===== src/rtl/alien_fleet_ctrl_pkg.sv =====
`default_nettype none
// ============================================================================
//  Module      : alien_fleet_ctrl_pkg
//  Description : Shared constants for the alien formation controller and the
//                alien instances: state encodings, play-mode code, barrier
//                line, playfield edges and the step-period helper.
//  Revision    : 1.0 - initial release
// ============================================================================
package alien_fleet_ctrl_pkg;

  typedef logic [2:0] fleet_state_t;

  localparam logic [2:0] ST_IDLE   = 3'd0;
  localparam logic [2:0] ST_RIGHT  = 3'd1;
  localparam logic [2:0] ST_DROP_R = 3'd2;
  localparam logic [2:0] ST_LEFT   = 3'd3;
  localparam logic [2:0] ST_DROP_L = 3'd4;
  localparam logic [2:0] ST_WIN    = 3'd5;
  localparam logic [2:0] ST_LOSE   = 3'd6;

  localparam logic [1:0]  PLAY_MODE   = 2'd2;
  localparam logic [10:0] BARRIER_TOP = 11'd340;

  // Horizontal limits at which an alien raises is_edge.
  localparam logic [10:0] LEFT_EDGE  = 11'd16;
  localparam logic [10:0] RIGHT_EDGE = 11'd624;

  // Frames per step, shrinking with kills and saturating at the floor.
  function automatic logic [15:0] calc_period(input logic [15:0] kills,
                                              input logic [15:0] base_p,
                                              input logic [15:0] min_p,
                                              input logic [15:0] speedup);
    logic [15:0] dec;
    dec = kills * speedup;
    if ((dec >= base_p) || ((base_p - dec) < min_p))
      return min_p;
    return base_p - dec;
  endfunction

  // True for the four states in which the fleet is actively marching.
  function automatic logic is_marching(input fleet_state_t st);
    return (st == ST_RIGHT) || (st == ST_DROP_R) ||
           (st == ST_LEFT)  || (st == ST_DROP_L);
  endfunction

endpackage
`default_nettype wire


===== src/rtl/alien_fleet_ctrl_if.sv =====
`default_nettype none
// ============================================================================
//  Module      : alien_fleet_ctrl_if
//  Description : Bundle between the mode FSM / scan / alien array (master)
//                and the formation controller (slave).
//  Revision    : 1.0 - initial release
// ============================================================================
interface alien_fleet_ctrl_if #(
  parameter int NUM_ALIENS = 16
) ();
  logic [1:0]            mode;
  logic [10:0]           xCoord;
  logic [10:0]           yCoord;
  logic                  edge_hit;
  logic [NUM_ALIENS-1:0] alien_alive;
  logic [10:0]           fleet_bottom_y;
  logic                  move_left;
  logic                  move_right;
  logic                  move_down;
  logic                  step;
  logic                  fleet_cleared;
  logic                  invaded;

  modport master (
    output mode, xCoord, yCoord, edge_hit, alien_alive, fleet_bottom_y,
    input  move_left, move_right, move_down, step, fleet_cleared, invaded
  );

  modport slave (
    input  mode, xCoord, yCoord, edge_hit, alien_alive, fleet_bottom_y,
    output move_left, move_right, move_down, step, fleet_cleared, invaded
  );
endinterface
`default_nettype wire


===== src/rtl/alien_fleet_ctrl_popcount_n.sv =====
`default_nettype none
// ============================================================================
//  Module      : popcount_n
//  Description : Parameterised population count of an N-bit vector.
//  Revision    : 1.0 - initial release
// ============================================================================
module popcount_n #(
  parameter  int N = 16,
  localparam int W = $clog2(N + 1)
) (
  input  logic [N-1:0] i_bits,
  output logic [W-1:0] o_count
);
  // Sum the set bits.
  always_comb begin
    o_count = '0;
    for (int i = 0; i < N; i++)
      o_count = o_count + W'(i_bits[i]);
  end
endmodule
`default_nettype wire


===== src/rtl/alien_fleet_ctrl.sv =====
`default_nettype none
// ============================================================================
//  Module      : alien_fleet_ctrl
//  Description : Alien formation controller. Marches the grid right/down/
//                left/down at a step rate that speeds up with kills, and
//                folds alive mask and fleet depth into win / lose.
//  Revision    : 1.0 - initial release
// ============================================================================
module alien_fleet_ctrl #(
  parameter int          NUM_ALIENS  = 16,
  parameter int          BASE_PERIOD = 100,
  parameter int          MIN_PERIOD  = 10,
  parameter int          SPEEDUP     = 5,
  parameter logic [10:0] BARRIER_TOP = alien_fleet_ctrl_pkg::BARRIER_TOP
) (
  input logic               clk,
  input logic               rst,
  alien_fleet_ctrl_if.slave bus
);
  import alien_fleet_ctrl_pkg::*;

  localparam int CW = $clog2(NUM_ALIENS + 1);

  logic [CW-1:0] alive_cnt;
  logic [15:0]   kills;
  logic [15:0]   period;
  logic          playing;
  logic          at_origin;

  logic          at_origin_q, at_origin_d;
  logic          frame_tick_q, frame_tick_d;
  logic [15:0]   frame_cnt_q, frame_cnt_d;
  logic          step_q, step_d;
  logic [2:0]    state_q, state_d;
  logic          move_left_q, move_left_d;
  logic          move_right_q, move_right_d;
  logic          move_down_q, move_down_d;
  logic          fleet_cleared_q, fleet_cleared_d;
  logic          invaded_q, invaded_d;

  popcount_n #(.N(NUM_ALIENS)) u_popcount (
    .i_bits  (bus.alien_alive),
    .o_count (alive_cnt)
  );

  assign kills   = 16'(NUM_ALIENS) - 16'(alive_cnt);
  assign period  = calc_period(kills, 16'(BASE_PERIOD), 16'(MIN_PERIOD), 16'(SPEEDUP));
  assign playing = (bus.mode == PLAY_MODE);

  // Next-state logic: frame tick detection, formation FSM, step counter, outputs.
  always_comb begin
    at_origin    = (bus.xCoord == 11'd0) && (bus.yCoord == 11'd0);
    at_origin_d  = at_origin;
    frame_tick_d = at_origin && !at_origin_q;

    // Clearing wins over invading; both end states hold until play stops.
    state_d = state_q;
    if (!playing)
      state_d = ST_IDLE;
    else if (bus.alien_alive == '0)
      state_d = ST_WIN;
    else if (state_q == ST_WIN)
      state_d = ST_WIN;
    else if (bus.fleet_bottom_y >= BARRIER_TOP)
      state_d = ST_LOSE;
    else begin
      case (state_q)
        ST_IDLE:   state_d = ST_RIGHT;
        ST_RIGHT:  if (step_q && bus.edge_hit) state_d = ST_DROP_R;
        ST_DROP_R: if (step_q) state_d = ST_LEFT;
        ST_LEFT:   if (step_q && bus.edge_hit) state_d = ST_DROP_L;
        ST_DROP_L: if (step_q) state_d = ST_RIGHT;
        ST_LOSE:   state_d = ST_LOSE;
        default:   state_d = ST_IDLE;
      endcase
    end

    // Count frames only while marching; a shrunken period fires on the next tick.
    frame_cnt_d = frame_cnt_q;
    step_d      = 1'b0;
    if (!is_marching(state_q) || !is_marching(state_d))
      frame_cnt_d = 16'd0;
    else if (frame_tick_q) begin
      if ((frame_cnt_q + 16'd1) >= period) begin
        frame_cnt_d = 16'd0;
        step_d      = 1'b1;
      end else begin
        frame_cnt_d = frame_cnt_q + 16'd1;
      end
    end

    move_right_d    = (state_d == ST_RIGHT);
    move_left_d     = (state_d == ST_LEFT);
    move_down_d     = (state_d == ST_DROP_R) || (state_d == ST_DROP_L);
    fleet_cleared_d = (state_d == ST_WIN);
    invaded_d       = (state_d == ST_LOSE);
  end

  // State and output registers; reset drops everything at once.
  always_ff @(posedge clk or posedge rst) begin
    if (rst) begin
      at_origin_q     <= 1'b0;
      frame_tick_q    <= 1'b0;
      frame_cnt_q     <= 16'd0;
      step_q          <= 1'b0;
      state_q         <= ST_IDLE;
      move_left_q     <= 1'b0;
      move_right_q    <= 1'b0;
      move_down_q     <= 1'b0;
      fleet_cleared_q <= 1'b0;
      invaded_q       <= 1'b0;
    end else begin
      at_origin_q     <= at_origin_d;
      frame_tick_q    <= frame_tick_d;
      frame_cnt_q     <= frame_cnt_d;
      step_q          <= step_d;
      state_q         <= state_d;
      move_left_q     <= move_left_d;
      move_right_q    <= move_right_d;
      move_down_q     <= move_down_d;
      fleet_cleared_q <= fleet_cleared_d;
      invaded_q       <= invaded_d;
    end
  end

  assign bus.move_left     = move_left_q;
  assign bus.move_right    = move_right_q;
  assign bus.move_down     = move_down_q;
  assign bus.step          = step_q;
  assign bus.fleet_cleared = fleet_cleared_q;
  assign bus.invaded       = invaded_q;

endmodule
`default_nettype wire


===== src/flat_wrapper.sv =====
// flat-port wrapper written by rule: the top's interface ports become plain ports
module alien_fleet_ctrl_flat import alien_fleet_ctrl_pkg::*;
#(
  parameter int          NUM_ALIENS  = 16,
  parameter int          BASE_PERIOD = 100,
  parameter int          MIN_PERIOD  = 10,
  parameter int          SPEEDUP     = 5,
  parameter logic [10:0] BARRIER_TOP = alien_fleet_ctrl_pkg::BARRIER_TOP
)
  (clk, rst, bus_mode, bus_xCoord, bus_yCoord, bus_edge_hit, bus_alien_alive, bus_fleet_bottom_y, bus_move_left, bus_move_right, bus_move_down, bus_step, bus_fleet_cleared, bus_invaded);
  alien_fleet_ctrl_if #(.NUM_ALIENS(NUM_ALIENS)) bus_i ();
  input logic clk;
  input logic rst;
  input wire logic [$bits(bus_i.mode)-1:0] bus_mode;
  input wire logic [$bits(bus_i.xCoord)-1:0] bus_xCoord;
  input wire logic [$bits(bus_i.yCoord)-1:0] bus_yCoord;
  input wire logic [$bits(bus_i.edge_hit)-1:0] bus_edge_hit;
  input wire logic [$bits(bus_i.alien_alive)-1:0] bus_alien_alive;
  input wire logic [$bits(bus_i.fleet_bottom_y)-1:0] bus_fleet_bottom_y;
  output wire logic [$bits(bus_i.move_left)-1:0] bus_move_left;
  output wire logic [$bits(bus_i.move_right)-1:0] bus_move_right;
  output wire logic [$bits(bus_i.move_down)-1:0] bus_move_down;
  output wire logic [$bits(bus_i.step)-1:0] bus_step;
  output wire logic [$bits(bus_i.fleet_cleared)-1:0] bus_fleet_cleared;
  output wire logic [$bits(bus_i.invaded)-1:0] bus_invaded;
  assign bus_i.mode = bus_mode;
  assign bus_i.xCoord = bus_xCoord;
  assign bus_i.yCoord = bus_yCoord;
  assign bus_i.edge_hit = bus_edge_hit;
  assign bus_i.alien_alive = bus_alien_alive;
  assign bus_i.fleet_bottom_y = bus_fleet_bottom_y;
  assign bus_move_left = bus_i.move_left;
  assign bus_move_right = bus_i.move_right;
  assign bus_move_down = bus_i.move_down;
  assign bus_step = bus_i.step;
  assign bus_fleet_cleared = bus_i.fleet_cleared;
  assign bus_invaded = bus_i.invaded;
  alien_fleet_ctrl #(.NUM_ALIENS(NUM_ALIENS), .BASE_PERIOD(BASE_PERIOD), .MIN_PERIOD(MIN_PERIOD), .SPEEDUP(SPEEDUP), .BARRIER_TOP(BARRIER_TOP)) u_core (.clk(clk), .rst(rst), .bus(bus_i));
endmodule

===== config.mk =====
export PLATFORM = sky130hd
export DESIGN_NAME = alien_fleet_ctrl_flat
export DESIGN_NICKNAME = d
export VERILOG_FILES = /design/src/rtl/alien_fleet_ctrl_pkg.sv /design/src/rtl/alien_fleet_ctrl_if.sv /design/src/rtl/alien_fleet_ctrl_popcount_n.sv /design/src/rtl/alien_fleet_ctrl.sv /design/src/flat_wrapper.sv
export SDC_FILE = /design/constraint.sdc
export NUM_CORES = 1
export LEC_CHECK = 0
export CAP_MARGIN = 30
export CORE_MARGIN = 2
export CORE_UTILIZATION = 49
export DETAILED_ROUTE_END_ITERATION = 8
export GPL_ROUTABILITY_DRIVEN = 0
export PLACE_DENSITY = 0.73
export SYNTH_ARGS = -nofsm -noshare
export SYNTH_HDL_FRONTEND = slang
export SYNTH_HIERARCHICAL = 1
export SYNTH_SLANG_ARGS = --single-unit

===== constraint.sdc =====
create_clock -name clk -period 5.45 [get_ports clk]
set_clock_uncertainty 0.15 [all_clocks]
set_input_delay 0.545 -clock clk [delete_from_list [all_inputs] [get_ports clk]]
set_output_delay 0.545 -clock clk [all_outputs]
set_load 0.02 [all_outputs]

==> flow_metrics.env, run 1 <==
export IMPL_syn_area_mm2=0.00305
export IMPL_drive_above_1_share_pct=27.0
export IMPL_area_growth_pct=45.5
export IMPL_period_share_pct=134
export IMPL_start_util_pct=51.2
export IMPL_grt_pass1_wl_um=12700
export IMPL_hold_start="u_core/at_origin_q$_DFF_PP0_"
export IMPL_cts_root_buf="clkbuf_8"
export IMPL_ys_ff_latch=27
export IMPL_hold_end="u_core/frame_tick_q$_DFF_PP0_"
export IMPL_clkSinkCount=27
export IMPL_synth_edf_count=0
export IMPL_fin_nets=565
export IMPL_crit_path_end_kind="flip-flop"
export IMPL_via_per_inst=5.41
export IMPL_avgSynthCellArea_um2=8.46
export IMPL_status="finished with violations"
export IMPL_setup_violations=17
export IMPL_crit_type="in2reg"
export IMPL_grt_use_total_pct=21.7
export IMPL_period_minus_slack_ns=7.28
export IMPL_cap_violations=0
export IMPL_synth_distinct_cells=55
export IMPL_mostFrequentLayoutCells="clkdlybuf4s50_1 (48), buf_4 (41), nand2_1 (31)"
export IMPL_setup_ws_ns=-1.83
export IMPL_placement_rows=28
export IMPL_max_slew_margin_pct=46.2
export IMPL_failed_checks="setup timing"
export IMPL_cts_buffers=3
export IMPL_design_portCount=60
export IMPL_hold_depth=1
export IMPL_grt_pass1_vias=2957
export IMPL_grt_setup_unrepaired="yes"
export IMPL_cpPeakStageDelay_ns=0.54
export IMPL_synth_cells=360
export IMPL_hpwl_um=5900
export IMPL_detail_route_antenna_nets=0
export IMPL_drc=0
export IMPL_worst_slew_pin_slew_ns=0.807
export IMPL_clockBufferDepth=2
export IMPL_seq_area_frac_synth_pct=22.2
export IMPL_required_ns=5.50
export IMPL_rrSetupSlack_ns=2.08
export IMPL_post_drt_wl_per_cell_um=14.6
export IMPL_reg2reg_depth=14
export IMPL_hold_viol=0
export IMPL_h_tree_depth=1
export IMPL_cp_max_fo=6
export IMPL_die_w_um=82.9
export IMPL_ys_warnings_count=6
export IMPL_layout_commonest_cell="clkdlybuf4s50_1"
export IMPL_design_core_area_mm2=0.00596
export IMPL_cts_tree="yes"
export IMPL_fp_dieH_um=82.9
export IMPL_initialDrtViolationCount=186
export IMPL_clock_latency_ns=0.28
export IMPL_startpoint_type="input pin"
export IMPL_clkTransAtPathRegs_ns=0.09
export IMPL_fp_dieArea_mm2=0.00686
export IMPL_drt_pass1_iterations=4
export IMPL_grt_max_degree=23
export IMPL_postLayoutCoreUtil_pct=74.4
export IMPL_vias=2934
export IMPL_globalRouteOverflowTotal=0
export IMPL_crit_slowest_cell="fa_1"
export IMPL_antenna_found_initial=0
export IMPL_port_buffers=57
export IMPL_n_antenna_cell=0
export IMPL_timing_rr_end="u_core/frame_cnt_q[15]$_DFFE_PP0P_"
export IMPL_routed_wl_um=7920
export IMPL_slew_viol_final=0
export IMPL_timing_critical_path_mode_cell="fa_1"
export IMPL_crit_arrival_ns=7.33
export IMPL_rr_startpoint="u_core/frame_cnt_q[0]$_DFFE_PP0P_"
export IMPL_timing_fmax_mhz=137
export IMPL_synthFlopType="dfrtp_1"
export IMPL_worstHoldPathType="reg2reg"
export IMPL_async_reset_ff_share_pct=100
## sequential cells by signal, indices dropped and copies added, names as in the netlist
register                  cells
u_core/bus.invaded            1
u_core/bus.step               1
u_core/bus.move_down          1
u_core/bus.move_right         1
u_core/bus.move_left          1
u_core/frame_tick_q           1
u_core/state_q                3
u_core/bus.fleet_cleared      1
u_core/frame_cnt_q           16
u_core/at_origin_q            1
## critical path, delay by kind of cell
family | cells | cell delay [ns]
AOI/OAI and AO/OA | 8 | 1.67
xor gates and xnor gates | 2 | 0.35
adders and majority gates | 10 | 3.81
and+or+nand+nor | 4 | 0.37
buffers and inverters | 8 | 0.58
## metrics by stage
stage	instance area, µm²	TNS [ns]	setup slack (ns)	hold WS, ns	std cells
2_1_floorplan	3190	-28.49	-1.71	0.228	368
3_3_place_gp	4070	-42.56	-2.55	0.235	526
3_5_place_dp	4100	-45.99	-2.77	0.259	527
4_1_cts	4240	-29.83	-1.78	0.275	538
5_1_grt	4430	-35.35	-2.15	0.297	542
6_report	4430	-30.58	-1.83	0.275	542
## timing repair
item                       4_1_cts  5_1_grt
pin swaps                       10       12
resized for setup               52       31
hold buffers                     0        0
setup endpoints to repair       17       17
hold endpoints to repair         0        0
gates cloned                     2        1
setup buffers                    5        5
## synth_stat cells, drive strengths merged (2+ instances only)
master | instances | share of area (%)
o21ai | 18 | 3.1
nand4b | 2 | 0.58
nor3b | 2 | 0.49
xor2 | 8 | 2.3
nand3b | 4 | 0.99
inv | 41 | 5.1
nor2 | 23 | 2.8
a221oi | 2 | 1.2
nor2b | 5 | 1.0
a31oi | 7 | 1.4
fa | 11 | 7.2
dfrtp | 27 | 22
nand2 | 32 | 3.9
and3 | 7 | 1.5
nand2b | 2 | 0.41
nor3 | 9 | 1.6
mux2i | 3 | 0.99
a211oi | 7 | 2.1
buf | 7 | 1.6
ha | 32 | 13
or4 | 2 | 0.49
a21oi | 18 | 4.3
nor4 | 13 | 2.7
o21a | 2 | 0.49
and2 | 3 | 0.62
and4 | 2 | 0.58
xnor2 | 21 | 6.3
a21o | 4 | 0.99
nand3 | 23 | 3.8
nand4 | 4 | 0.82
and3b | 2 | 0.58
clkbuf | 5 | 0.62
## cell families after synthesis
logic type               count (synthesis)  synth area share (%)
XOR/XNOR                                30                  9.36
AO/OA/AOI/OAI                           64                  15.5
adder cells (fa/ha/maj)                 43                  20.4
buffers and inverters                   53                  7.31
other                                    1                 0.123
flip-flops                              27                  22.2
AND/OR/NAND/NOR                        139                  24.1
multiplexers                             3                 0.986
## worst max-delay path by stage
| stage | startpoint | end | cells after the start |
|---|---|---|---|
| after floorplan | bus_alien_alive[15] | u_core/frame_cnt_q[3]$_DFFE_PP0P_ | 30 |
| after global placement | bus_alien_alive[15] | u_core/frame_cnt_q[2]$_DFFE_PP0P_ | 30 |
| after detailed placement | bus_alien_alive[15] | u_core/frame_cnt_q[2]$_DFFE_PP0P_ | 30 |
| after CTS | bus_alien_alive[15] | u_core/frame_cnt_q[0]$_DFFE_PP0P_ | 31 |
| after global routing | bus_alien_alive[15] | u_core/frame_cnt_q[2]$_DFFE_PP0P_ | 32 |
| final | bus_alien_alive[15] | u_core/frame_cnt_q[2]$_DFFE_PP0P_ | 32 |
## layout make-up
class	instances	area [µm²]
well taps	75	93.8
multi-input cells	288	2440
inverters	41	164
fillers	445	1520
repair buffers	107	1010
flip-flops and latches	27	676
clock buffers	4	45.0
## metal layers
layer | wire, µm | global-route usage [%] | share of wire (%)
met1 | 3230 | 26.4 | 41
met3 | 407 | 3.58 | 5.1
met4 | 89 | 3.58 | 1.1
met2 | 4190 | 40.5 | 53
met5 | 0 | 0 | 0
Power of run 1 is left out: the tool's default activity adds up to more than one toggle a clock period on the data nets, which glitch-free logic cannot reach.
==> inputs of run 2 (changes only) <==
Settings changed: ABC_AREA set to 1, CORE_MARGIN 2 to 1, PLACE_DENSITY 0.73 to 0.72, TNS_END_PERCENT set to 1.
==> flow_metrics.env, run 2 <==
export IMPL_synth_top_area_share_pct=20.2
export IMPL_slew_viol_final=0
export IMPL_ys_ff_latch=27
export IMPL_hpwl_um=6210
export IMPL_port_buffers=57
export IMPL_crit_slowest_cell="fa_1"
export IMPL_max_slew_margin_pct=58.0
export IMPL_grt_setup_unrepaired="yes"
export IMPL_grt_use_total_pct=23.1
export IMPL_n_antenna_cell=0
export IMPL_via_per_inst=5.19
export IMPL_cts_root_buf="clkbuf_8"
export IMPL_drt_pass1_iterations=5
export IMPL_required_ns=5.50
export IMPL_fin_nets=702
export IMPL_synthFlopType="dfrtp_1"
export IMPL_largest_reg_flops=16
export IMPL_worst_slew_pin_slew_ns=0.629
export IMPL_synth_area_top_cells="dfrtp_1 (20%), nand2_1 (13%), ha_1 (12%), inv_1 (10%), nor2_1 (7.1%)"
export IMPL_h_tree_depth=1
export IMPL_post_drt_wl_per_cell_um=12.1
export IMPL_reg_largest_list="u_core/frame_cnt_q: 16 flops, u_core/state_q: 3 flops"
export IMPL_synth_distinct_cells=43
export IMPL_period_share_pct=132
export IMPL_synth_top_family_by_area="simple AND/OR/NAND/NOR gates"
export IMPL_fp_dieH_um=84.7
export IMPL_vias=3536
export IMPL_layout_commonest_cell="nand2_1"
export IMPL_instances_no_fill=681
export IMPL_synth_cells=503
export IMPL_ys_warnings_count=6
export IMPL_synth_area_mux_share_pct=0
export IMPL_yosys_area_top_type="dfrtp_1"
export IMPL_timing_critical_path_mode_cell="inv_2"
export IMPL_ys_top_cells_by_count="nand2_1 (115), inv_1 (91), nor2_1 (63)"
export IMPL_syn_area_mm2=0.00335
export IMPL_synth_xor_area_share_pct=4.18
export IMPL_crit_arrival_ns=7.24
export IMPL_routed_wl_um=8260
export IMPL_clock_latency_ns=0.27
export IMPL_grt_pass1_wl_um=13800
export IMPL_clockBufferDepth=2
export IMPL_crit_type="in2reg"
export IMPL_initialDrtViolationCount=256
export IMPL_synthAdderAreaFrac_pct=18.5
export IMPL_yosys_area_share_simple_pct=39.1
export IMPL_synth_edf_count=0
export IMPL_mostFrequentLayoutCells="nand2_1 (110), inv_1 (78), nor2_1 (53)"
export IMPL_drc=0
export IMPL_postPlaceCellArea_mm2=0.00429
export IMPL_setup_violations=17
export IMPL_cts_buffers=3
export IMPL_placement_rows=29
export IMPL_crit_path_end_kind="flip-flop"
export IMPL_synth_compound_area_share_pct=5.45
export IMPL_status="finished with violations"
export IMPL_placed_cells=669
export IMPL_async_reset_ff_share_pct=100
export IMPL_cpPeakStageDelay_ns=0.58
export IMPL_drive_above_1_share_pct=20.2
export IMPL_n_fill_cell=532
export IMPL_clkTransAtPathRegs_ns=0.08
export IMPL_timing_fmax_mhz=139
export IMPL_grt_pass1_vias=3316
export IMPL_design_core_area_mm2=0.00646
export IMPL_yosysMostFrequentCell="nand2_1"
export IMPL_start_util_pct=51.9
export IMPL_globalRouteOverflowTotal=0
export IMPL_regMostFlops="u_core/frame_cnt_q"
export IMPL_cp_max_fo=5
export IMPL_fin_area_mm2=0.00464
export IMPL_cts_tree="yes"
export IMPL_hold_viol=0
export IMPL_area_growth_pct=38.6
export IMPL_worstHoldPathType="reg2reg"
export IMPL_period_minus_slack_ns=7.19
export IMPL_antenna_found_initial=0
export IMPL_setup_ws_ns=-1.74
export IMPL_cp_top_family="adder cells"
export IMPL_failed_checks="setup timing"
export IMPL_die_w_um=84.7
export IMPL_seq_area_frac_synth_pct=20.2
export IMPL_avgSynthCellArea_um2=6.66
export IMPL_path_buf_inv=8
export IMPL_startpoint_type="input pin"
export IMPL_hold_buffers=0
export IMPL_fp_dieArea_mm2=0.00717
export IMPL_design_portCount=60
export IMPL_grt_max_degree=25
export IMPL_cap_violations=0
export IMPL_detail_route_antenna_nets=0
export IMPL_clkSinkCount=27
[run 2: changes by cell type after synthesis, moves of 18 or more]
cell / before / now
xnor2_1: 20 / 2
nand4_1: 4 / 26
nor2_1: 23 / 63
nand3_1: 23 / 43
nand2_1: 32 / 115
inv_1: 40 / 91
[run 2: repair_timing]
item | CTS | global route
setup endpoints to repair | 17 | 17
gates resized for setup | 5 | 69
setup buffers | 0 | 6
gates cloned | 0 | 2
pin swaps | 5 | 35
endpoints found under the hold margin | 0 | 0
[run 2: area by class of cell]
cell class              instances  area, µm²  area share, %
multi-input cells             378       2540           54.6
repair buffers                 97        922           19.9
inverters                      98        368           7.92
clock buffers                   4       45.0          0.970
flip-flops and latches         27        676           14.6
well taps                      77       96.3           2.07
[run 2: worst paths after layout]
| path | to | cells after the start | slack [ns] | startpoint |
|---|---|---|---|---|
| max in group asynchronous | u_core/frame_cnt_q[11]$_DFFE_PP0P_ | 3 | 4.43 | rst |
| min reg2reg | u_core/frame_tick_q$_DFF_PP0_ | 1 | 0.25 | u_core/at_origin_q$_DFF_PP0_ |
| max | u_core/frame_cnt_q[13]$_DFFE_PP0P_ | 38 | -1.74 | bus_alien_alive[9] |
| min | u_core/frame_tick_q$_DFF_PP0_ | 1 | 0.25 | u_core/at_origin_q$_DFF_PP0_ |
| min in group asynchronous | u_core/bus.move_left$_DFF_PP0_ | 2 | 0.33 | rst |
| max reg2reg | u_core/frame_cnt_q[13]$_DFFE_PP0P_ | 15 | 2.17 | u_core/frame_cnt_q[0]$_DFFE_PP0P_ |
[run 2: logic make-up after synthesis]
family                   Yosys count
AO/OA/AOI/OAI                     32
XOR/XNOR                          16
adder cells (fa/ha/maj)           43
buffers and inverters            106
flip-flops                        27
other                              1
AND/OR/NAND/NOR                  278
[run 2: worst register-to-register path, cell delays in order (launching register included)]
cell and delay (ns):
dfrtp_1 0.46, ha_1 0.21, and3_1 0.30, nand4_2 0.18, nor2_1 0.16, xor2_1 0.28
ha_1 0.29, nand2_1 0.07, inv_1 0.04, nand3_1 0.09, inv_1 0.05, a21oi_1 0.25
nand3_4 0.16, buf_12 0.17, nand3b_1 0.20, a21oi_2 0.18
[run 2: stage by stage]
step / hold WS, ns / util (%) / setup TNS [ns] / setup WS, ns
after global placement: 0.239 / 66.0 / -35.44 / -2.11
after detailed placement: 0.236 / 66.4 / -39.61 / -2.42
final: 0.249 / 71.9 / -28.07 / -1.74
after floorplan: 0.228 / - / -23.25 / -1.43
after CTS: 0.248 / 67.5 / -33.84 / -2.09
after global routing: 0.265 / 71.9 / -33.57 / -2.04
[run 2: metal layers]
| metal | up-vias | wire (µm) | GRT usage (%) |
|---|---|---|---|
| li1 | 1799 | - | - |
| met1 | 1624 | 3670 | 30.8 |
| met2 | 102 | 4130 | 40.8 |
| met3 | 11 | 368 | 2.36 |
| met4 | 0 | 90 | 4.47 |
| met5 | - | 0 | 0 |
Power of run 2 is left out for the same reason.
==> inputs of run 3 (changes only) <==
--- a/config.mk
+++ b/config.mk
@@ -11,2 +11,3 @@
 export CORE_UTILIZATION = 49
+export CTS_CLUSTER_SIZE = 25
 export DETAILED_ROUTE_END_ITERATION = 8
@@ -14,2 +15,3 @@
 export PLACE_DENSITY = 0.72
+export SKIP_CTS_REPAIR_TIMING = 1
 export SYNTH_ARGS = -nofsm -noshare
--- a/constraint.sdc
+++ b/constraint.sdc
@@ -4,2 +4,2 @@
 set_output_delay 0.545 -clock clk [all_outputs]
-set_load 0.02 [all_outputs]
+set_load 0.005 [all_outputs]
==> flow_metrics.env, run 3 (synthesis gave the netlist of run 2 again) <==
export IMPL_status="finished with violations"
export IMPL_failed_checks="setup timing"
export IMPL_placement_rows=29
export IMPL_reg2reg_depth=15
export IMPL_clkSinkCount=27
export IMPL_detail_route_antenna_nets=0
export IMPL_period_minus_slack_ns=7.24
export IMPL_fp_dieH_um=84.7
export IMPL_mostFrequentLayoutCells="nand2_1 (111), inv_1 (79), nor2_1 (51)"
export IMPL_drive_above_1_share_pct=20.1
export IMPL_rrSetupSlack_ns=2.17
export IMPL_grt_pass1_vias=3301
export IMPL_clockBufferDepth=2
export IMPL_cts_root_buf="clkbuf_8"
export IMPL_timing_rr_end="u_core/frame_cnt_q[13]$_DFFE_PP0P_"
export IMPL_setup_ws_ns=-1.79
export IMPL_rr_startpoint="u_core/frame_cnt_q[0]$_DFFE_PP0P_"
export IMPL_routed_wl_um=8140
export IMPL_drc=0
export IMPL_fin_nets=700
export IMPL_max_slew_margin_pct=58.5
export IMPL_via_per_inst=5.10
export IMPL_postLayoutCoreUtil_pct=71.9
export IMPL_crit_type="in2reg"
export IMPL_n_fill_cell=535
export IMPL_hold_viol=0
export IMPL_crit_path_end_kind="flip-flop"
export IMPL_largest_reg_flops=16
export IMPL_reg_largest_list="u_core/frame_cnt_q: 16 flops, u_core/state_q: 3 flops"
export IMPL_hold_end="u_core/frame_tick_q$_DFF_PP0_"
export IMPL_timing_fmax_mhz=138
export IMPL_grt_setup_unrepaired="yes"
export IMPL_die_w_um=84.7
export IMPL_worst_slew_pin_slew_ns=0.621
export IMPL_crit_arrival_ns=7.28
export IMPL_cts_tree="yes"
export IMPL_grt_use_total_pct=22.9
export IMPL_cp_top_family="adder cells"
export IMPL_worstHoldPathType="reg2reg"
export IMPL_antenna_found_initial=0
export IMPL_fp_dieArea_mm2=0.00717
export IMPL_multi_input_area_mm2=0.00254
export IMPL_cpPeakStageDelay_ns=0.58
export IMPL_regArea_um2=676
export IMPL_grt_max_degree=25
export IMPL_required_ns=5.50
export IMPL_hold_depth=1
export IMPL_path_buf_inv=8
export IMPL_hpwl_um=6210
export IMPL_clkTransAtPathRegs_ns=0.08
export IMPL_n_antenna_cell=0
export IMPL_cap_violations=0
export IMPL_period_share_pct=133
export IMPL_timing_hold_ws_ns=0.247
export IMPL_start_util_pct=51.9
export IMPL_vias=3466
export IMPL_port_buffers=57
export IMPL_h_tree_depth=1
export IMPL_clock_latency_ns=0.27
export IMPL_layout_commonest_cell="nand2_1"
export IMPL_crit_slowest_cell="fa_1"
export IMPL_cp_max_fo=5
export IMPL_design_portCount=60
export IMPL_grt_pass1_wl_um=13700
export IMPL_regMostFlops="u_core/frame_cnt_q"
export IMPL_drt_pass1_iterations=4
export IMPL_place_ws_ns=-2.42
export IMPL_tns_ns=-28.55
export IMPL_initialDrtViolationCount=170
export IMPL_post_drt_wl_per_cell_um=12.0
export IMPL_hold_start="u_core/at_origin_q$_DFF_PP0_"
export IMPL_setup_violations=17
export IMPL_startpoint_type="input pin"
export IMPL_cts_buffers=3
export IMPL_design_core_area_mm2=0.00646
export IMPL_slew_viol_final=0
export IMPL_globalRouteOverflowTotal=0
export IMPL_area_growth_pct=38.6
run 3: layer usage:
layer	vias to the layer above	global-route usage, %	part of all wire [%]
met2	78	40.4	50
met5	-	0	0
met1	1579	30.8	45
met3	13	2.36	4.1
li1	1796	-	-
met4	0	4.16	1.5
run 3: stage by stage:
stage | std cells | area (µm²)
2_1_floorplan | 511 | 3410
3_3_place_gp | 668 | 4260
3_5_place_dp | 669 | 4290
4_1_cts | 673 | 4340
5_1_grt | 679 | 4640
6_report | 679 | 4640
run 3: final cells by class:
cell class,instances,share of cell area (%)
flip-flops and latches,27,14.5
repair buffers,95,19.7
multi-input cells,378,54.7
well taps,77,2.07
inverters,98,7.97
clock buffers,4,0.970
run 3: worst max-delay path by stage:
stage,start,to,depth (start not counted)
after floorplan,bus_alien_alive[5],u_core/frame_cnt_q[0]$_DFFE_PP0P_,38
after global placement,bus_alien_alive[5],u_core/frame_cnt_q[5]$_DFFE_PP0P_,40
after detailed placement,bus_alien_alive[5],u_core/frame_cnt_q[13]$_DFFE_PP0P_,38
after CTS,bus_alien_alive[5],u_core/frame_cnt_q[13]$_DFFE_PP0P_,38
after global routing,bus_alien_alive[3],u_core/frame_cnt_q[13]$_DFFE_PP0P_,38
final,bus_alien_alive[3],u_core/frame_cnt_q[13]$_DFFE_PP0P_,38
Power of run 3 is left out for the same reason.
